--- config.mk ---
export PLATFORM = sky130hd
export DESIGN_NAME = priority_encoder_scan_flat
export DESIGN_NICKNAME = d
export VERILOG_FILES = /design/src/rtl/priority_encoder_scan_if.sv /design/src/rtl/priority_encoder_scan.sv /design/src/flat_wrapper.sv
export SDC_FILE = /design/constraint.sdc
export NUM_CORES = 1
export LEC_CHECK = 0
export BUFFER_PORTS_ARGS = -buffer_cell sky130_fd_sc_hd__buf_2
export CORE_MARGIN = 5
export CORE_UTILIZATION = 25
export CTS_BUF_LIST = sky130_fd_sc_hd__clkbuf_4
export DETAILED_ROUTE_END_ITERATION = 10
export SLEW_MARGIN = 15
export SYNTH_ARGS = -nofsm -noshare
export SYNTH_HDL_FRONTEND = slang
export SYNTH_SLANG_ARGS = --single-unit
--- constraint.sdc ---
create_clock -name clk -period 3.75 [get_ports clk]
set_clock_uncertainty 0.15 [all_clocks]
set_input_delay 1.125 -clock clk [delete_from_list [all_inputs] [get_ports clk]]
set_output_delay 1.125 -clock clk [all_outputs]
set_load 0.1 [all_outputs]
--- src/rtl/priority_encoder_scan_if.sv ---
// Handshake bundle for the scanning priority encoder: input vector channel,
// output code channel, the acceptance gate and the zero-vector error pulse.
interface priority_encoder_scan_if #(
   parameter int IN_W  = 16,
   parameter int OUT_W = 4
);
   logic             enable;
   logic             in_valid;
   logic             in_ready;
   logic [IN_W-1:0]  in_vec;
   logic             out_valid;
   logic             out_ready;
   logic [OUT_W-1:0] out_code;
   logic             out_last;
   logic             zero_err;

   // Upstream/downstream environment side.
   modport master (
      output enable, in_valid, in_vec, out_ready,
      input  in_ready, out_valid, out_code, out_last, zero_err
   );

   // Encoder side.
   modport slave (
      input  enable, in_valid, in_vec, out_ready,
      output in_ready, out_valid, out_code, out_last, zero_err
   );
endinterface

--- src/rtl/priority_encoder_scan.sv ---
// Scanning priority encoder: accepts a multi-hot vector, then emits the index
// of every set bit, lowest index first, one code per output handshake.
module priority_encoder_scan #(
   parameter int IN_W  = 16,
   parameter int OUT_W = 4
) (
   input logic                    clk,
   input logic                    rst_n,
   priority_encoder_scan_if.slave bus
);

   if (IN_W != 2**OUT_W) begin : g_param_check
      $error("priority_encoder_scan: IN_W must equal 2**OUT_W");
   end

   typedef enum logic {IDLE, EMIT} state_t;

   state_t           r_state;
   state_t           w_state_nxt;
   logic [IN_W-1:0]  r_pending;
   logic [IN_W-1:0]  w_pending_nxt;
   logic             r_zero_err;
   logic             w_zero_err_nxt;
   logic             w_in_hs;
   logic             w_out_hs;
   logic [OUT_W-1:0] w_code;
   logic             w_last;

   // in_ready is gated by rst_n so it reads 0 for the whole reset window.
   assign bus.in_ready  = rst_n & bus.enable & (r_state == IDLE);
   assign bus.out_valid = (r_state == EMIT);
   assign bus.out_code  = w_code;
   assign bus.out_last  = w_last;
   assign bus.zero_err  = r_zero_err;

   assign w_in_hs  = bus.in_valid & bus.in_ready;
   assign w_out_hs = bus.out_valid & bus.out_ready;

   // Lowest set bit of pending wins; scanning downward lets the last hit stand.
   always_comb begin
      // NOTE: every always_comb output gets a default first so no path leaves it unassigned (no latch).
      w_code = '0;
      for (int i = IN_W - 1; i >= 0; i--) begin
         if (r_pending[i]) w_code = OUT_W'(i);
      end
   end

   // Exactly one bit left: non-zero and clearing its lowest bit empties it.
   assign w_last = (r_pending != '0) &&
                   ((r_pending & (r_pending - IN_W'(1))) == '0);

   // Next state, pending bits and zero-error pulse.
   always_comb begin
      w_state_nxt    = r_state;
      w_pending_nxt  = r_pending;
      w_zero_err_nxt = 1'b0;
      case (r_state)
         IDLE: begin
            if (w_in_hs) begin
               if (bus.in_vec != '0) begin
                  w_pending_nxt = bus.in_vec;
                  w_state_nxt   = EMIT;
               end else begin
                  w_zero_err_nxt = 1'b1;
               end
            end
         end
         EMIT: begin
            if (w_out_hs) begin
               // Clearing the lowest set bit drops exactly the code just emitted.
               w_pending_nxt = r_pending & (r_pending - IN_W'(1));
               if (w_last) w_state_nxt = IDLE;
            end
         end
         default: w_state_nxt = IDLE;
      endcase
   end

   // State register; reset discards any in-flight vector immediately.
   always_ff @(posedge clk or negedge rst_n) begin
      if (!rst_n) begin
         r_state    <= IDLE;
         r_pending  <= '0;
         r_zero_err <= 1'b0;
      end else begin
         // NOTE: sequential state uses non-blocking assignments so all registers update together.
         r_state    <= w_state_nxt;
         r_pending  <= w_pending_nxt;
         r_zero_err <= w_zero_err_nxt;
      end
   end

endmodule

--- src/flat_wrapper.sv ---
// flat-port wrapper written by rule: the top's interface ports become plain ports
module priority_encoder_scan_flat 
#(
   parameter int IN_W  = 16,
   parameter int OUT_W = 4
)
  (clk, rst_n, bus_enable, bus_in_valid, bus_in_vec, bus_out_ready, bus_in_ready, bus_out_valid, bus_out_code, bus_out_last, bus_zero_err);
  priority_encoder_scan_if #(.IN_W(IN_W), .OUT_W(OUT_W)) bus_i ();
  input logic clk;
  input logic rst_n;
  input wire logic [$bits(bus_i.enable)-1:0] bus_enable;
  input wire logic [$bits(bus_i.in_valid)-1:0] bus_in_valid;
  input wire logic [$bits(bus_i.in_vec)-1:0] bus_in_vec;
  input wire logic [$bits(bus_i.out_ready)-1:0] bus_out_ready;
  output wire logic [$bits(bus_i.in_ready)-1:0] bus_in_ready;
  output wire logic [$bits(bus_i.out_valid)-1:0] bus_out_valid;
  output wire logic [$bits(bus_i.out_code)-1:0] bus_out_code;
  output wire logic [$bits(bus_i.out_last)-1:0] bus_out_last;
  output wire logic [$bits(bus_i.zero_err)-1:0] bus_zero_err;
  assign bus_i.enable = bus_enable;
  assign bus_i.in_valid = bus_in_valid;
  assign bus_i.in_vec = bus_in_vec;
  assign bus_i.out_ready = bus_out_ready;
  assign bus_in_ready = bus_i.in_ready;
  assign bus_out_valid = bus_i.out_valid;
  assign bus_out_code = bus_i.out_code;
  assign bus_out_last = bus_i.out_last;
  assign bus_zero_err = bus_i.zero_err;
  priority_encoder_scan #(.IN_W(IN_W), .OUT_W(OUT_W)) u_core (.clk(clk), .rst_n(rst_n), .bus(bus_i));
endmodule
* Word level (Yosys, flattened, before mapping)
Cells that the tools add are included.
** Storage, ports and cells
- Register bits after elaboration :: 18
- Input bits :: 21
- Output and inout bits :: 8
** Operators by class
- Add/subtract/negate cells :: 1
- Equal/unequal tests :: 3
- Mux-type cells :: 28
- Bitwise operators :: 6
- Reduce and logical (&&, ||, !) cells :: 5
** Operators by type and width (count)
- $mux W4 :: 16
- $mux W16 :: 3
- $pmux W16 S2 :: 1
- $reduce_bool A16 Y1 :: 2
- $and A16 B16 Y16 :: 1
- $logic_not A16 Y1 :: 1
- $sub A16 B1 Y16 const B :: 1
- $mux W1 :: 7
- $and A1 B1 Y1 :: 4
- $ne A2 B2 Y1 const B :: 2
- $reduce_and A3 Y1 :: 1
- $ne A2 B1 Y1 const B :: 1
- $pmux W1 S2 :: 1
- $logic_and A1 B1 Y1 :: 1
- $not A1 Y1 :: 1

* Depth between registers and ports, before layout
- Depth in word-level cells :: 16
- Depth in mapped cells :: 8
- Depth with buffers taken out :: 6

* Least setup slack after synthesis
Ideal clock, no wire load.
- Kind :: register to output
- From :: register u_core.r_pending[9]
- To :: output bus_out_last
- Arrival :: 3.734 ns
- Data required time :: 2.475 ns
- Path slack :: -1.259 ns
- Stages on the path, launching flop included :: 8
- Cell sequence :: dfrtp_1 -> buf_2 -> nor4_1 -> nand3_1 -> or3_1 -> xor2_1 -> mux2i_1 -> nor3_1
** On the way
- Longest elaborated chain between the ends :: 4
- Elaborated cells between the ends (all ways) :: 5
- Classes of those cells :: 1 x add/sub; 1 x bitwise; 3 x reduce/logical
** RTL lines
- from (decl) :: line priority_encoder_scan.sv:20 : logic [IN_W-1:0] r_pending;
- from (signal assigned) :: line priority_encoder_scan.sv:88 : r_pending <= w_pending_nxt;
- $sub A16 B1 Y16 :: line priority_encoder_scan.sv:50 : ((r_pending & (r_pending - IN_W'(1))) == '0);
- $and A16 B16 Y16 :: line priority_encoder_scan.sv:50
- $logic_not A16 Y1 :: line priority_encoder_scan.sv:50
- $logic_and A1 B1 Y1 (*) :: line priority_encoder_scan.sv:49 : assign w_last = (r_pending != '0) &&
- to (decl) :: line flat_wrapper.sv:18 : output wire logic [$bits(bus_i.out_last)-1:0] bus_out_last;
Every way passes the cells marked *; elsewhere a longest branch is shown, timed or not.

* Final worst setup path
- From :: register u_core.r_pending[3]
- To :: output bus_out_last
Same word-level chain as after synthesis.

==> out/summary.txt <==
via/cell ratio - 4.88
Yosys reg bits - 18
Final setup viols - 0
Worst Min Path Start - u_core.r_pending[1]
antenna violations before repair - 0
ANT cells - 0
gp weighted congestion - 0.872
Reg2Reg Launch Point - u_core.r_pending[3]
Die ar. - 0.00634 mm2
hold_buf cts - 0
Fin Setup TNS - 0 ns
clk root buf - clkbuf_4
synthesized cell area - 0.00121 mm2
1st-pass router iterations - 4
area grow syn2layout - 31.6%
clk sinks - 18
final worst path period need - 3.70 ns
Layout Nets - 199
Inserted Clock Buffers - 3
worst-path fanout max - 3
Synth Area in XOR/XNOR - 0.722%
top cell type's share of synthesized area - 37.2%
share of post-route cells with drive strength above 1 - 35.6%
WS Path Type - register to primary output
first-pass GRT wire length - 5780 um
Routed Antenna Nets - 0
reg2reg end - u_core.bus.out_valid
syn avg cell area - 8.42 um2
CTS tree - built
MaxCap Viol Count - 0
Synth area leader - dfrtp_1
flop2flop setup slack - 1.07 ns
synthesized instance count - 144
HP Class - register to register
RSZ-0062 raised after global routing - yes
Max H-tree Level - 1
Initial Util - 25.7%
CP arrival - 2.43 ns
count of cell types in the netlist - 38
drt total wl - 3370 um
mux cell area share after synthesis - 1.65%
clk buf depth - 2
wire per inst - 13.8 um
GR Overflow Total - 0
critical path launch point type - register
syn_nets - 165
Adder-Cell Fraction of Synth Area - 0.826%
die width - 79.6 um
global-route usage over all layers - 11.4%
Tcrit/Tclk final - 98.8%
port bufs - 28
largest family of logic cells by synthesized area - simple AND/OR/NAND/NOR gates
Synth Warn # - 0
final hold vios - 0
post-synthesis simple-gate area fraction - 28.3%
crit path capture type - primary output
Hold EP - u_core.r_pending[1]
Core ar. - 0.00472 mm2
vias in the first global route - 1,166
Area contributors post-synth - dfrtp_1 37%, a22o_1 6.5%, a21o_1 5.6%
drc violations - 0
worst skew pair latency - 0.30 ns
worst path required time - 2.47 ns
fmax - 270 MHz
violation count after the first detailed-routing iteration - 92
reg2reg path depth - 7
chip height - 79.6 um
Ports - 29
status - complete, no violations
post-synthesis sequential area ratio - 37.2%
Worst-path clk slew - 0.11 ns
Slew Viols, Final - 0
filler cell count - 511
max_slew headroom - 53.5%
Hold Crit Depth - 1
worst slew pin tran - 0.694 ns
detailed placement HPWL - 2520 um
via count - 1,191
row cnt - 25
pin count of the biggest net entering global routing - 20
post-synthesis compound-gate area fraction - 27.3%
-- cell usage after synthesis (all sizes together) --
library cell and n:
dfrtp 18, nor2 15, nand2 14, a21oi 12, a22o 10, a21o 9
clkbuf 7, nor3 7, nor4 7, o21ai 7, nand2b 4, or4 4
inv 3, nand3 3, or3 3, buf 2, mux2i 2, o21a 2
or2 2, a2111oi 1, a221o 1, a31oi 1, and3b 1, maj3 1
nor2b 1, nor3b 1, o21bai 1, o22ai 1, o31ai 1, o32a 1
o41ai 1, xor2 1
-- layer usage --
layer | global-route usage (%) | routed length, um | vias up
met5 | 0 | 0 | -
met4 | 3.61 | 39 | 0
met3 | 2.26 | 196 | 4
met2 | 16.0 | 1370 | 29
met1 | 17.2 | 1770 | 554
li1 | - | - | 604
-- cells in the final DEF (no fill, tap or decap), drive strengths merged --
master	synthesis	layout
maj3	1	1
and3b	1	1
o41ai	1	1
mux2i	2	2
nand2b	4	4
nor3	7	7
buf	2	38
o21ai	7	7
o32a	1	1
o21a	2	2
nand2	14	14
xor2	1	1
clkbuf	7	3
nor4	7	7
o21bai	1	1
o31ai	1	1
inv	3	3
nor2	15	15
dfrtp	18	18
a21oi	12	12
nor3b	1	1
clkinv	0	1
nor2b	1	1
nand3	3	3
or2	2	2
or4	4	4
or3	3	3
a2111oi	1	1
a221o	1	1
a22o	10	10
a31oi	1	1
o22ai	1	1
a21o	9	9
-- cells by family (layout without fill, tap and decap cells) --
family	after synthesis	in the layout
adder cells (fa/ha/maj)	1	1
buffers and inverters	12	45
AO/OA/AOI/OAI	48	48
XOR/XNOR	1	1
AND/OR/NAND/NOR	62	62
flip-flops	18	18
multiplexers	2	2
-- registers in the layout, summed over array words and instances (netlist names) --
register	count
u_core.bus.out_valid	1
u_core.bus.zero_err	1
u_core.r_pending	16
-- cell type report --
cell class                 instances  area (um2)  area share [%]
clock inverter                     1        3.75           0.235
sequential                        18         457            28.6
multi-input combinational        114         787            49.3
inverter                           3        11.3           0.706
clock buffer                       3        22.5            1.41
tap                               67        83.8            5.25
timing repair buffer              38         230            14.4
-- through the flow --
step           hold WS, ns  instance area, um2  instances  util [%]  setup WS (ns)
2_1_floorplan        0.409                1230        144         -       -0.00373
3_3_place_gp         0.453                1460        233      30.9          0.284
3_5_place_dp         0.454                1460        233      30.9          0.224
4_1_cts              0.464                1520        239      32.2        0.00482
5_1_grt              0.456                1600        244      33.8        -0.0536
6_report             0.444                1600        244      33.8         0.0467
-- worst max-delay path, stage by stage, from the launching register on --
cell and delay (ns):
dfrtp_2 0.45, buf_4 0.15, buf_4 0.13, maj3_1 0.33, o22ai_1 0.14, a21oi_1 0.11
or3_4 0.39, nor3_4 0.23, buf_12 0.20
-- worst max path at each step --
stage	start	end	slack, ns	depth (start not counted)
detailed placement	u_core.r_pending[2]	bus_out_last	0.22	7
global placement	u_core.r_pending[2]	bus_out_last	0.28	7
CTS	u_core.r_pending[1]	bus_out_last	0.005	7
floorplan	u_core.r_pending[2]	bus_out_code[3]	-0.004	3
global route	u_core.r_pending[3]	bus_out_last	-0.05	7
finish	u_core.r_pending[3]	bus_out_last	0.05	8
-- repair_timing --
action                     CTS  global route
setup buffers                2             5
pin swaps                    3             4
setup endpoints to repair    1             1
cloned                       0             0
gates resized for setup      5             9
Power is left out: the tool's default activity adds up to more than one toggle a clock period on the data nets, which glitch-free logic cannot reach.
